### src/rtl/control_sequencer.sv
`default_nettype none
// ============================================================================
// Module   : control_sequencer
// Purpose  : Multi-cycle control FSM for the 32-bit microprocessor. It steps
//            each instruction through FETCH, DECODE, EXECUTE, MEMORY and
//            WRITEBACK, drives the datapath enables and the shared memory
//            port handshake, and counts retired instructions.
// Ports    : clk, resetN (async, active low)
//            run          - allows FETCH to issue a new request
//            opcode       - IR[31:26]
//            aluZero      - ALU zero flag, used by beq in EXECUTE
//            memReady     - memory completes the current request this cycle
//            memReq/memWrite/memSel          - memory port control
//            irWrite/pcWrite/pcSrc           - IR / PC load control
//            aluSrcImm/regWrite/memToReg     - datapath control
//            state/halted/fault/retiredCount - status
// Revision : 1.0 - initial release
// ============================================================================
module control_sequencer #(
    parameter int MEM_TIMEOUT = 16,
    parameter int COUNT_WIDTH = 32
) (
    input  logic                   clk,
    input  logic                   resetN,
    input  logic                   run,
    input  logic [5:0]             opcode,
    input  logic                   aluZero,
    input  logic                   memReady,
    output logic                   memReq,
    output logic                   memWrite,
    output logic                   memSel,
    output logic                   irWrite,
    output logic                   pcWrite,
    output logic [1:0]             pcSrc,
    output logic                   aluSrcImm,
    output logic                   regWrite,
    output logic                   memToReg,
    output logic [2:0]             state,
    output logic                   halted,
    output logic                   fault,
    output logic [COUNT_WIDTH-1:0] retiredCount
);

    localparam logic [2:0] c_st_fetch     = 3'd0;
    localparam logic [2:0] c_st_decode    = 3'd1;
    localparam logic [2:0] c_st_execute   = 3'd2;
    localparam logic [2:0] c_st_memory    = 3'd3;
    localparam logic [2:0] c_st_writeback = 3'd4;
    localparam logic [2:0] c_st_halt      = 3'd5;
    localparam logic [2:0] c_st_fault     = 3'd6;

    localparam logic [5:0] c_op_rtype = 6'h00;
    localparam logic [5:0] c_op_addi  = 6'h08;
    localparam logic [5:0] c_op_lw    = 6'h23;
    localparam logic [5:0] c_op_sw    = 6'h2B;
    localparam logic [5:0] c_op_beq   = 6'h04;
    localparam logic [5:0] c_op_j     = 6'h02;
    localparam logic [5:0] c_op_halt  = 6'h3F;

    localparam logic [7:0] c_timeout = 8'(MEM_TIMEOUT);

    logic [2:0]             r_state;
    logic [2:0]             w_next;
    logic [7:0]             r_wait;
    logic [7:0]             w_wait_next;
    logic [COUNT_WIDTH-1:0] r_retired;
    logic                   w_retire;
    logic                   w_timeout;

    logic w_is_rtype, w_is_addi, w_is_lw, w_is_sw, w_is_beq, w_is_j, w_is_halt;
    logic w_is_legal;

    // Raw (ungated) strobes
    logic       w_memreq, w_memwrite, w_memsel, w_irwrite, w_pcwrite;
    logic [1:0] w_pcsrc;
    logic       w_alusrcimm, w_regwrite, w_memtoreg;

    assign w_is_rtype = (opcode == c_op_rtype);
    assign w_is_addi  = (opcode == c_op_addi);
    assign w_is_lw    = (opcode == c_op_lw);
    assign w_is_sw    = (opcode == c_op_sw);
    assign w_is_beq   = (opcode == c_op_beq);
    assign w_is_j     = (opcode == c_op_j);
    assign w_is_halt  = (opcode == c_op_halt);
    assign w_is_legal = w_is_rtype | w_is_addi | w_is_lw | w_is_sw | w_is_beq | w_is_j;

    // The counter has already seen MEM_TIMEOUT stalled cycles; a memReady in
    // this same cycle still wins because it is tested first below.
    assign w_timeout = (r_wait == c_timeout);

    // ------------------------------------------------------------------
    // State register and counters
    // ------------------------------------------------------------------
    always_ff @(posedge clk or negedge resetN) begin
        if (!resetN) begin
            r_state   <= c_st_fetch;
            r_wait    <= 8'd0;
            r_retired <= '0;
        end else begin
            r_state <= w_next;
            r_wait  <= w_wait_next;
            if (w_retire) begin
                r_retired <= r_retired + COUNT_WIDTH'(1);
            end
        end
    end

    // ------------------------------------------------------------------
    // Next-state logic
    // ------------------------------------------------------------------
    always_comb begin
        w_next   = r_state;
        w_retire = 1'b0;
        case (r_state)
            c_st_fetch: begin
                if (run) begin
                    if (memReady) begin
                        w_next = c_st_decode;
                    end else if (w_timeout) begin
                        w_next = c_st_fault;
                    end
                end
            end
            c_st_decode: begin
                if (w_is_halt) begin
                    w_next = c_st_halt;
                end else if (w_is_legal) begin
                    w_next = c_st_execute;
                end else begin
                    w_next = c_st_fault;
                end
            end
            c_st_execute: begin
                if (w_is_rtype || w_is_addi) begin
                    w_next = c_st_writeback;
                end else if (w_is_lw || w_is_sw) begin
                    w_next = c_st_memory;
                end else if (w_is_beq || w_is_j) begin
                    w_next   = c_st_fetch;
                    w_retire = 1'b1;
                end else begin
                    w_next = c_st_fault;
                end
            end
            c_st_memory: begin
                if (memReady) begin
                    if (w_is_lw) begin
                        w_next = c_st_writeback;
                    end else begin
                        w_next   = c_st_fetch;
                        w_retire = 1'b1;
                    end
                end else if (w_timeout) begin
                    w_next = c_st_fault;
                end
            end
            c_st_writeback: begin
                w_next   = c_st_fetch;
                w_retire = 1'b1;
            end
            c_st_halt:  w_next = c_st_halt;
            c_st_fault: w_next = c_st_fault;
            default:    w_next = c_st_fault;
        endcase
    end

    // Any state change clears the wait counter; that covers entry to FETCH
    // and MEMORY, and the counter only moves while a request is pending.
    always_comb begin
        w_wait_next = r_wait;
        if ((w_next != r_state) || (w_memreq && memReady)) begin
            w_wait_next = 8'd0;
        end else if (w_memreq) begin
            w_wait_next = r_wait + 8'd1;
        end
    end

    // ------------------------------------------------------------------
    // Output decode
    // ------------------------------------------------------------------
    always_comb begin
        w_memreq    = 1'b0;
        w_memwrite  = 1'b0;
        w_memsel    = 1'b0;
        w_irwrite   = 1'b0;
        w_pcwrite   = 1'b0;
        w_pcsrc     = 2'd0;
        w_alusrcimm = 1'b0;
        w_regwrite  = 1'b0;
        w_memtoreg  = 1'b0;
        case (r_state)
            c_st_fetch: begin
                if (run) begin
                    w_memreq  = 1'b1;
                    w_irwrite = memReady;
                    w_pcwrite = memReady;
                end
            end
            c_st_execute: begin
                w_alusrcimm = w_is_addi | w_is_lw | w_is_sw;
                if (w_is_beq) begin
                    w_pcwrite = aluZero;
                    w_pcsrc   = 2'd1;
                end else if (w_is_j) begin
                    w_pcwrite = 1'b1;
                    w_pcsrc   = 2'd2;
                end
            end
            c_st_memory: begin
                w_memreq   = 1'b1;
                w_memsel   = 1'b1;
                w_memwrite = w_is_sw;
            end
            c_st_writeback: begin
                w_regwrite = 1'b1;
                w_memtoreg = w_is_lw;
            end
            default: ;
        endcase
    end

    // Strobes are forced low while reset is asserted so a request in flight
    // is dropped the moment resetN falls, not at the next clock edge.
    assign memReq       = w_memreq    & resetN;
    assign memWrite     = w_memwrite  & resetN;
    assign memSel       = w_memsel    & resetN;
    assign irWrite      = w_irwrite   & resetN;
    assign pcWrite      = w_pcwrite   & resetN;
    assign pcSrc        = w_pcsrc     & {2{resetN}};
    assign aluSrcImm    = w_alusrcimm & resetN;
    assign regWrite     = w_regwrite  & resetN;
    assign memToReg     = w_memtoreg  & resetN;
    assign state        = r_state;
    assign halted       = (r_state == c_st_halt);
    assign fault        = (r_state == c_st_fault);
    assign retiredCount = r_retired;

endmodule
`default_nettype wire

### config.mk
export PLATFORM = sky130hd
export DESIGN_NAME = control_sequencer
export DESIGN_NICKNAME = d
export VERILOG_FILES = /design/src/rtl/control_sequencer.sv
export SDC_FILE = /design/constraint.sdc
export NUM_CORES = 1
export LEC_CHECK = 0
export ABC_AREA = 1
export BUFFER_PORTS_ARGS = -buffer_cell sky130_fd_sc_hd__buf_2
export CAP_MARGIN = 40
export CORE_MARGIN = 2
export CORE_UTILIZATION = 35
export DETAILED_ROUTE_END_ITERATION = 10
export PLACE_DENSITY_LB_ADDON = 0.1
export SLEW_MARGIN = 20
export SYNTH_ARGS = -nofsm -noshare
export SYNTH_HDL_FRONTEND = slang
export SYNTH_SLANG_ARGS = --single-unit
### constraint.sdc
create_clock -name clk -period 2.25 [get_ports clk]
set_clock_uncertainty 0.1 [all_clocks]
set_input_delay 0.1125 -clock clk [delete_from_list [all_inputs] [get_ports clk]]
set_output_delay 0.1125 -clock clk [all_outputs]
set_load 0.02 [all_outputs]
### Word-level counts from Yosys, hierarchy flattened

Index checks and enable logic that the tools add are counted.

* bitwise gates (word level): 16
* reductions and logical operators: 8
* $add $sub $neg: 2
* equal/unequal tests: 14
* mux-type cells: 34

Operators with widths (count)
* adder 32 x 1 -> 32 bit (second input constant): 1
* 2-to-1 mux 3 bit: 10
* == test 6 bit (second input constant): 3
* one-hot mux 3 bit (6 select lines): 1
* 2-to-1 mux 8 bit: 2
* 2-to-1 mux 1 bit: 15
* == test 3 bit (second input constant): 3
* adder 8 x 1 -> 8 bit (second input constant): 1
* AND 1 bit: 8
* == test 8 x 5 -> 1 bit (second input constant): 1
* OR 1 bit: 7
* == test 3 x 2 -> 1 bit (second input constant): 2
* == test 6 x 2 -> 1 bit (second input constant): 1
* == test 6 x 3 -> 1 bit (second input constant): 1
* == test 6 x 4 -> 1 bit (second input constant): 1
* zero test 6 bit: 1
* 2-to-1 mux 2 bit: 3
* logical OR 1 bit: 4
* one-hot mux 1 bit (2 select lines): 2
* == test 3 x 1 -> 1 bit (second input constant): 1
* zero test 3 bit: 1
* != test 3 bit: 1
* one-hot mux 1 bit (3 select lines): 1
* AND 2 bit: 1
* 2 further kinds: 2

* register bits after elaboration: 43
* logic and storage cells: 77

### Depth between registers and ports, before layout

Gate-level depths: netlist of the first run.

* depth after elaboration: 12
* depth in mapped cells: 13
* gate-level depth less buffers: 13

### Least setup slack after synthesis of the first run

No wires, ideal clock.

* path kind: reg2reg
* from: register r_state[1] (netlist: state[1])
* to: register r_wait[6]
* stages on the path, launching flop included: 9
* library setup time: 120 ps
* period minus slack after synthesis: 1727 ps
* path buffers: 1
* data required time: 2030 ps
* arrival time: 1507 ps
* setup slack: 523 ps
* cells stage by stage: dfrtp_1 buf_6 nor2_2 nand3_1 nand2_2 nand4_1 nor3_1 xor2_1 nor2_1

* longest elaborated chain between the ends: 7
* elaborated cells between the ends (all ways): 17

Ends and longest elaborated chain
* start: declaration: RTL line 62 `logic [2:0] r_state;`
* start signal: assignment: RTL line 96 `r_state <= c_st_fetch;`
* start signal: assignment: RTL line 100 `r_state <= w_next;`
* 2-to-1 mux 3 bit: RTL line 119, 153
* 2-to-1 mux 3 bit: RTL line 117 `if (memReady) begin`
* 2-to-1 mux 3 bit: RTL line 116 `if (run) begin`
* one-hot mux 3 bit (6 select lines): RTL line 114 `case (r_state)`
* != test 3 bit: RTL line 171 `if ((w_next != r_state) || (w_memreq && memReady)) begin`
* logical OR 1 bit: RTL line 171
* 2-to-1 mux 8 bit / nonzero test 2 bit (equally long branches)
* end signal: assignment: RTL line 101 `r_wait <= w_wait_next;`
* end: declaration: RTL line 64 `logic [7:0] r_wait;`

Several ways; a longest one is shown, not always the timed one.
A chain may end at the register's enable or synchronous reset.

### Worst setup path in the final report of the first run

* from: register r_state[2] (netlist: state[2])
* to: register r_retired[12] (netlist: retiredCount[12])

* longest elaborated chain between the ends: 2
* elaborated cells between the ends (all ways): 4

Ends and longest elaborated chain
* == test 3 bit / == test 3 x 2 -> 1 bit (equally long branches): RTL line 114
* one-hot mux 1 bit (3 select lines) *: RTL line 114
* end signal: assignment: RTL line 103 `r_retired <= r_retired + COUNT_WIDTH'(1);`
* end: declaration: RTL line 66 `logic [COUNT_WIDTH-1:0] r_retired;`

Mark *: on every way between the ends. The rest lies on a longest branch, timed or not.

==> results_dict.tcl, run 1 <==
set metrics [dict create \
    die_h_um 94.7 \
    globalRouteOverflowTotal 0 \
    fp.dieArea_um2 8960 \
    io_buffer_count 57 \
    synth_edf_count 0 \
    cts_buffers 5 \
    synth_fp_nets 428 \
    maxSlewViolCount 0 \
    rr_worst_depth 9 \
    worstSetupStartpointType "flop" \
    grt_pass1_vias 2631 \
    synthCells 414 \
    worstPathArrival_ns 2.11 \
    outcome "completed" \
    track_usage_pct 17.8 \
    tightest_slew_ns 0.581 \
    num_rows 33 \
    core-area_um2 8090 \
    fin_util_pct 41.7 \
    max_cap_violations 0 \
    drt_pass1_iterations 4 \
    total_power_uw 1320 \
    detail-route-antenna-nets 0 \
    synthTopCellsByArea "dfrtp_1, nand2_1, xor2_1" \
    cts.repair_timing.setup_buffer_count 0 \
    cts_root_buf "clkbuf_8" \
    fp.dieW_um 94.7 \
    critPathCaptureType "flop" \
    rsz0062_at_grt "false" \
    routed_wl_um 7470 \
    synthSimpleGateAreaFrac_pct 38.3 \
    dp_hpwl_um 5900 \
    synth_compound_area_share_pct 3.35 \
    path_max_fanout 21 \
    drc 0 \
    synth_cell_types 27 \
    synth.largest_area_cell "dfrtp_1" \
    path_class "flop to flop" \
    p_per_area_nw_per_um2 390 \
    hold_viol 0 \
    synthMuxAreaShare_pct 0 \
    synth-xor-area-share_pct 10.7 \
    ys_seq_area_share_pct 37.4 \
    syn-cell-area_um2 2880 \
    start_util_pct 35.5 \
    drive_above_1_share_pct 16.9 \
    postCtsResizedCells 0 \
    vias_per_cell 4.75 \
    fin_area_um2 3380 \
    grt_pass1_wl_um 12500 \
    clk_path_buf_depth 2 \
    clkSlewWorstSetupHoldPaths_ns 0.09 \
    synth_top_area_share_pct 37.4 \
    yosys_register_bits 43 \
    netlist_top_cells_count "nand2_1, nor2_1, inv_1" \
    drt_iter0_drc 118 \
    syn_to_final_growth_pct 17.4 \
    p_leak_uw 0.00170 \
    synth-adder-area-share_pct 1.30 \
    max-vdd-ir-drop_uv 175 \
    synth.avg_cell_area_um2 6.95 \
    hold_buffers 1 \
    yosysWarningCount 0 \
    slew_headroom_pct 60.9 \
    h-tree-depth 2 \
    synth_top_family_by_area "simple AND/OR/NAND/NOR gates" \
    dp_cells 576 \
    clk_latency_ns 0.30 \
    reg2reg_slack_ns 0.27 \
    stdcell_count 585 \
    io_pins 58 \
    rr_startpoint "state[2]$_DFF_PN0_" \
    antenna_cells 0 \
    tns_ns 0 \
    placed_cell_area_um2 3290 \
    cts.sinks 43 \
    min_period_over_period_pct 87.9 \
    finalWeightedCongestion 0.871 \
    via_count 2780 \
    wire_per_inst_um 12.8 \
    r2r-end "retiredCount[12]$_DFFE_PN0P_" \
    cts_tree "done" \
    layout.nets 493 \
    synth_flop_cell "dfrtp_1" \
    grt_max_degree 35 \
    fin_crit_ns 1.98 \
    required_ns 2.38 \
    grt_antenna_before_repair 0 \
    async_flop_share_pct 100 \
    hp-class "input port to asynchronous set/reset pin" \
    finalSetupViolCount 0 \
    yosysMostFrequentCell "nand2_1" \
    max_freq_ghz 0.506 \
    nFillCells 880 \
]
[stage by stage]
stage                     hold WS, ns  setup slack [ns]
after floorplan                -0.283             0.523
after global placement        -0.0793             0.357
after detailed placement      -0.0800             0.283
after CTS                       0.117             0.259
after global routing            0.147            0.0272
final                           0.120             0.273
[report_power, final]
part	internal, uW	switching, uW	total, uW
clock	219	276	495
sequential	772	0	772
combinational	13.8	38.1	51.9
[layout by cell type, fill, tap and decap left out, types with 2 or more instances in the layout]
cell type / n
nand2_1: 121
nor2_2: 3
dfrtp_1: 43
nor3_1: 23
buf_2: 57
xor2_1: 29
buf_4: 5
nor2_1: 56
nand3_1: 29
nor4_1: 3
clkbuf_1: 2
inv_1: 54
ha_1: 3
xnor2_1: 6
clkbuf_8: 5
inv_2: 3
o21ai_1: 7
o21ai_0: 10
nand3_2: 2
nand4_1: 8
[worst max-delay path, stage by stage (launching register included)]
cell and delay (ns):
dfrtp_1 0.47, inv_2 0.13, nand2_1 0.06, nor2_1 0.27, nand2_1 0.14, nand3_2 0.12, buf_4 0.26, nand4_4 0.12
nor2_2 0.11, xor2_1 0.14
[layer usage]
metal,track usage [%],share of wire [%],up-vias,wire (um)
li1,-,-,1432,-
met1,23.8,46,1282,3410
met2,30.3,49,58,3660
met3,2.63,4.3,8,319
met4,4.47,1.1,0,82
met5,0,0,-,0
[how the worst max path moves through the flow]
stage	from	end	slack [ns]	depth (start not counted)
floorplan	state[1]$_DFF_PN0_	r_wait[6]$_DFFE_PN0P_	0.52	8
global placement	retiredCount[16]$_DFFE_PN0P_	retiredCount[25]$_DFFE_PN0P_	0.36	9
detailed placement	state[2]$_DFF_PN0_	retiredCount[12]$_DFFE_PN0P_	0.28	9
CTS	state[2]$_DFF_PN0_	retiredCount[12]$_DFFE_PN0P_	0.26	9
global route	retiredCount[16]$_DFFE_PN0P_	retiredCount[25]$_DFFE_PN0P_	0.03	9
finish	state[2]$_DFF_PN0_	retiredCount[12]$_DFFE_PN0P_	0.27	9
[logic make-up after synthesis]
logic type      Yosys count
compound gates           19
xor+xnor                 35
fa+ha+maj                 3
buf+inv                  62
flops                    43
simple gates            252
[area by class of cell]
cell class	instances	area (um2)	area share, %
clock buffers	7	76.3	2.26
clock inverters	1	5.00	0.148
inverters	57	214	6.33
multi-input cells	309	1540	45.7
flip-flops and latches	43	1080	31.9
repair buffers	63	333	9.85
well taps	105	131	3.89
[sequential cells by signal, indices dropped and copies added (netlist names)]
register / cells
retiredCount: 32
r_wait: 8
state: 3
Note: power is estimated with default switching activity, not from simulation.
==> run 2: changes to the inputs <==
--- a/config.mk
+++ b/config.mk
@@ -8,10 +8,10 @@
 export ABC_AREA = 1
 export BUFFER_PORTS_ARGS = -buffer_cell sky130_fd_sc_hd__buf_2
 export CAP_MARGIN = 40
-export CORE_MARGIN = 2
 export CORE_UTILIZATION = 35
 export DETAILED_ROUTE_END_ITERATION = 10
 export PLACE_DENSITY_LB_ADDON = 0.1
+export REMOVE_ABC_BUFFERS = 1
 export SLEW_MARGIN = 20
 export SYNTH_ARGS = -nofsm -noshare
 export SYNTH_HDL_FRONTEND = slang
==> results_dict.tcl, run 2 (synthesis gave the netlist of run 1 again) <==
set metrics [dict create \
    cp_num_buf_inv 1 \
    maxSlewViolCount 0 \
    hold_viol 0 \
    cts_buffers 5 \
    cts.repair_timing.setup_buffer_count 0 \
    min_period_over_period_pct 85.9 \
    syn_to_final_growth_pct 19.9 \
    drt_iter0_drc 89 \
    use_met1_pct 26.1 \
    path_class "flop to flop" \
    worstSetupStartpointType "flop" \
    cpMostUsedCell "nand2_1" \
    fin_crit_ns 1.93 \
    drc 0 \
    clkSlewWorstSetupHoldPaths_ns 0.09 \
    grt_use_met3_pct 3.37 \
    grt_max_degree 44 \
    p_per_area_nw_per_um2 450 \
    rsz0062_at_grt "false" \
    start_util_pct 36.7 \
    num_rows 32 \
    path_delay_family "simple AND/OR/NAND/NOR gates" \
    track_usage_pct 19.2 \
    grtUsageMet2_pct 31.6 \
    p_leak_uw 0.00173 \
    mostFrequentLayoutCells "nand2_1, buf_2, nor2_1" \
    hp-class "input port to flop" \
    drt_pass1_iterations 4 \
    hold_buffers 1 \
    hold-worst-slack_ns 0.163 \
    core-area_um2 7850 \
    max_cap_violations 0 \
    nFillCells 835 \
    antenna_cells 0 \
    largest_reg_flops 32 \
    fp.dieW_um 92.7 \
    die_h_um 92.7 \
    vias_per_cell 4.79 \
    h-tree-depth 2 \
    clock_power_share_pct 46.9 \
    required_ns 2.38 \
    netSwitchingFraction_pct 20.8 \
    power.switching_uw 323 \
    io_pins 58 \
    intPower_uw 1230 \
    routed_wl_um 7420 \
    grt_antenna_before_repair 0 \
    postCtsResizedCells 0 \
    slowest_stage "dfrtp_1" \
    detail-route-antenna-nets 0 \
    max_freq_ghz 0.517 \
    clk_path_buf_depth 2 \
    slew_headroom_pct 62.6 \
    final_common_cell "nand2_1" \
    grt_pass1_wl_um 13100 \
    fp.dieArea_um2 8580 \
    seqPwrFrac_pct 49.8 \
    cts_tree "done" \
    tightest_slew_ns 0.561 \
    cts.sinks 43 \
    busiest_layer "met2" \
    combPwrFrac_pct 3.3 \
    tns_ns 0 \
    wire_per_inst_um 12.7 \
    globalRouteOverflowTotal 0 \
    grt_pass1_vias 2772 \
    clk_latency_ns 0.30 \
    io_buffer_count 57 \
    via_count 2793 \
    path_cells "inv_1 -> ha_1 -> nand2_1 -> nor2_1 -> nand2_1 -> nand2_1 -> nand4_1 -> nand2_1 -> nand2_1 -> nor2_1 -> nand3_2 -> nor2_1" \
    worstPathArrival_ns 2.06 \
    finalWeightedCongestion 0.900 \
    cts_root_buf "clkbuf_8" \
    layout.nets 494 \
    drive_above_1_share_pct 17.5 \
    path_max_fanout 8 \
    max-vdd-ir-drop_uv 220 \
    outcome "completed" \
    critPathCaptureType "flop" \
    finalSetupViolCount 0 \
    dp_hpwl_um 5860 \
    critPathMaxStageDelay_ns 0.39 \
]
-- run 2: changes by cell type in the layout (fill, tap and decap cells not counted) --
cell        before  now
buf_12           0    1
bufinv_16        0    2
clkbuf_1         2    0
clkinv_2         1    0
clkinvlp_4       0    1
-- run 2: final timing paths --
path	startpoint	end	slack, ns	cells after the start
worst max-delay path	r_wait[0]$_DFFE_PN0P_	r_wait[7]$_DFFE_PN0P_	0.32	12
worst max register to register	r_wait[0]$_DFFE_PN0P_	r_wait[7]$_DFFE_PN0P_	0.32	12
max in group asynchronous	resetN	retiredCount[7]$_DFFE_PN0P_	1.26	3
worst min register to register	retiredCount[5]$_DFFE_PN0P_	retiredCount[5]$_DFFE_PN0P_	0.44	1
min in group asynchronous	resetN	retiredCount[13]$_DFFE_PN0P_	0.41	3
worst min-delay path	memReady	state[1]$_DFF_PN0_	0.16	4
-- run 2: metrics by stage --
stage,power [uW],instances,util (%),worst slack (ns),area (um2)
finish,1550,583,44.0,0.316,3450
global route,1620,583,44.0,0.0306,3450
CTS,1570,583,44.0,0.307,3450
global placement,838,574,42.1,0.316,3300
detailed placement,838,574,42.1,0.332,3300
floorplan,803,409,-,0.0946,2830
-- run 2: area by class of cell --
class                   instances  area (um2)  area share, %
multi-input cells             309        1540           44.7
flip-flops and latches         43        1080           31.2
repair buffers                 64         353           10.2
inverters                      57         214           6.20
well taps                     102         128           3.70
clock buffers                   5        68.8           1.99
clock inverters                 3        67.6           1.96
-- run 2: routing by layer --
metal  up-vias  wire [um]
li1       1433          -
met1      1290       3560
met2        60       3460
met3        10        303
met4         0         95
met5         -          0
-- run 2: tightest hold or removal path, stage by stage --
cell     delay [ns]
buf_2          0.14
inv_1          0.09
nand3_1        0.12
nand2_1        0.06
-- run 2: power groups by stage --
stage	logic, uW	clock network (uW)	registers [uW]
after global routing	60.7	788	772
after floorplan	15.8	0	788
final	51.2	728	772
after global placement	50.5	0	787
after CTS	52.6	748	772
after detailed placement	51.1	0	787
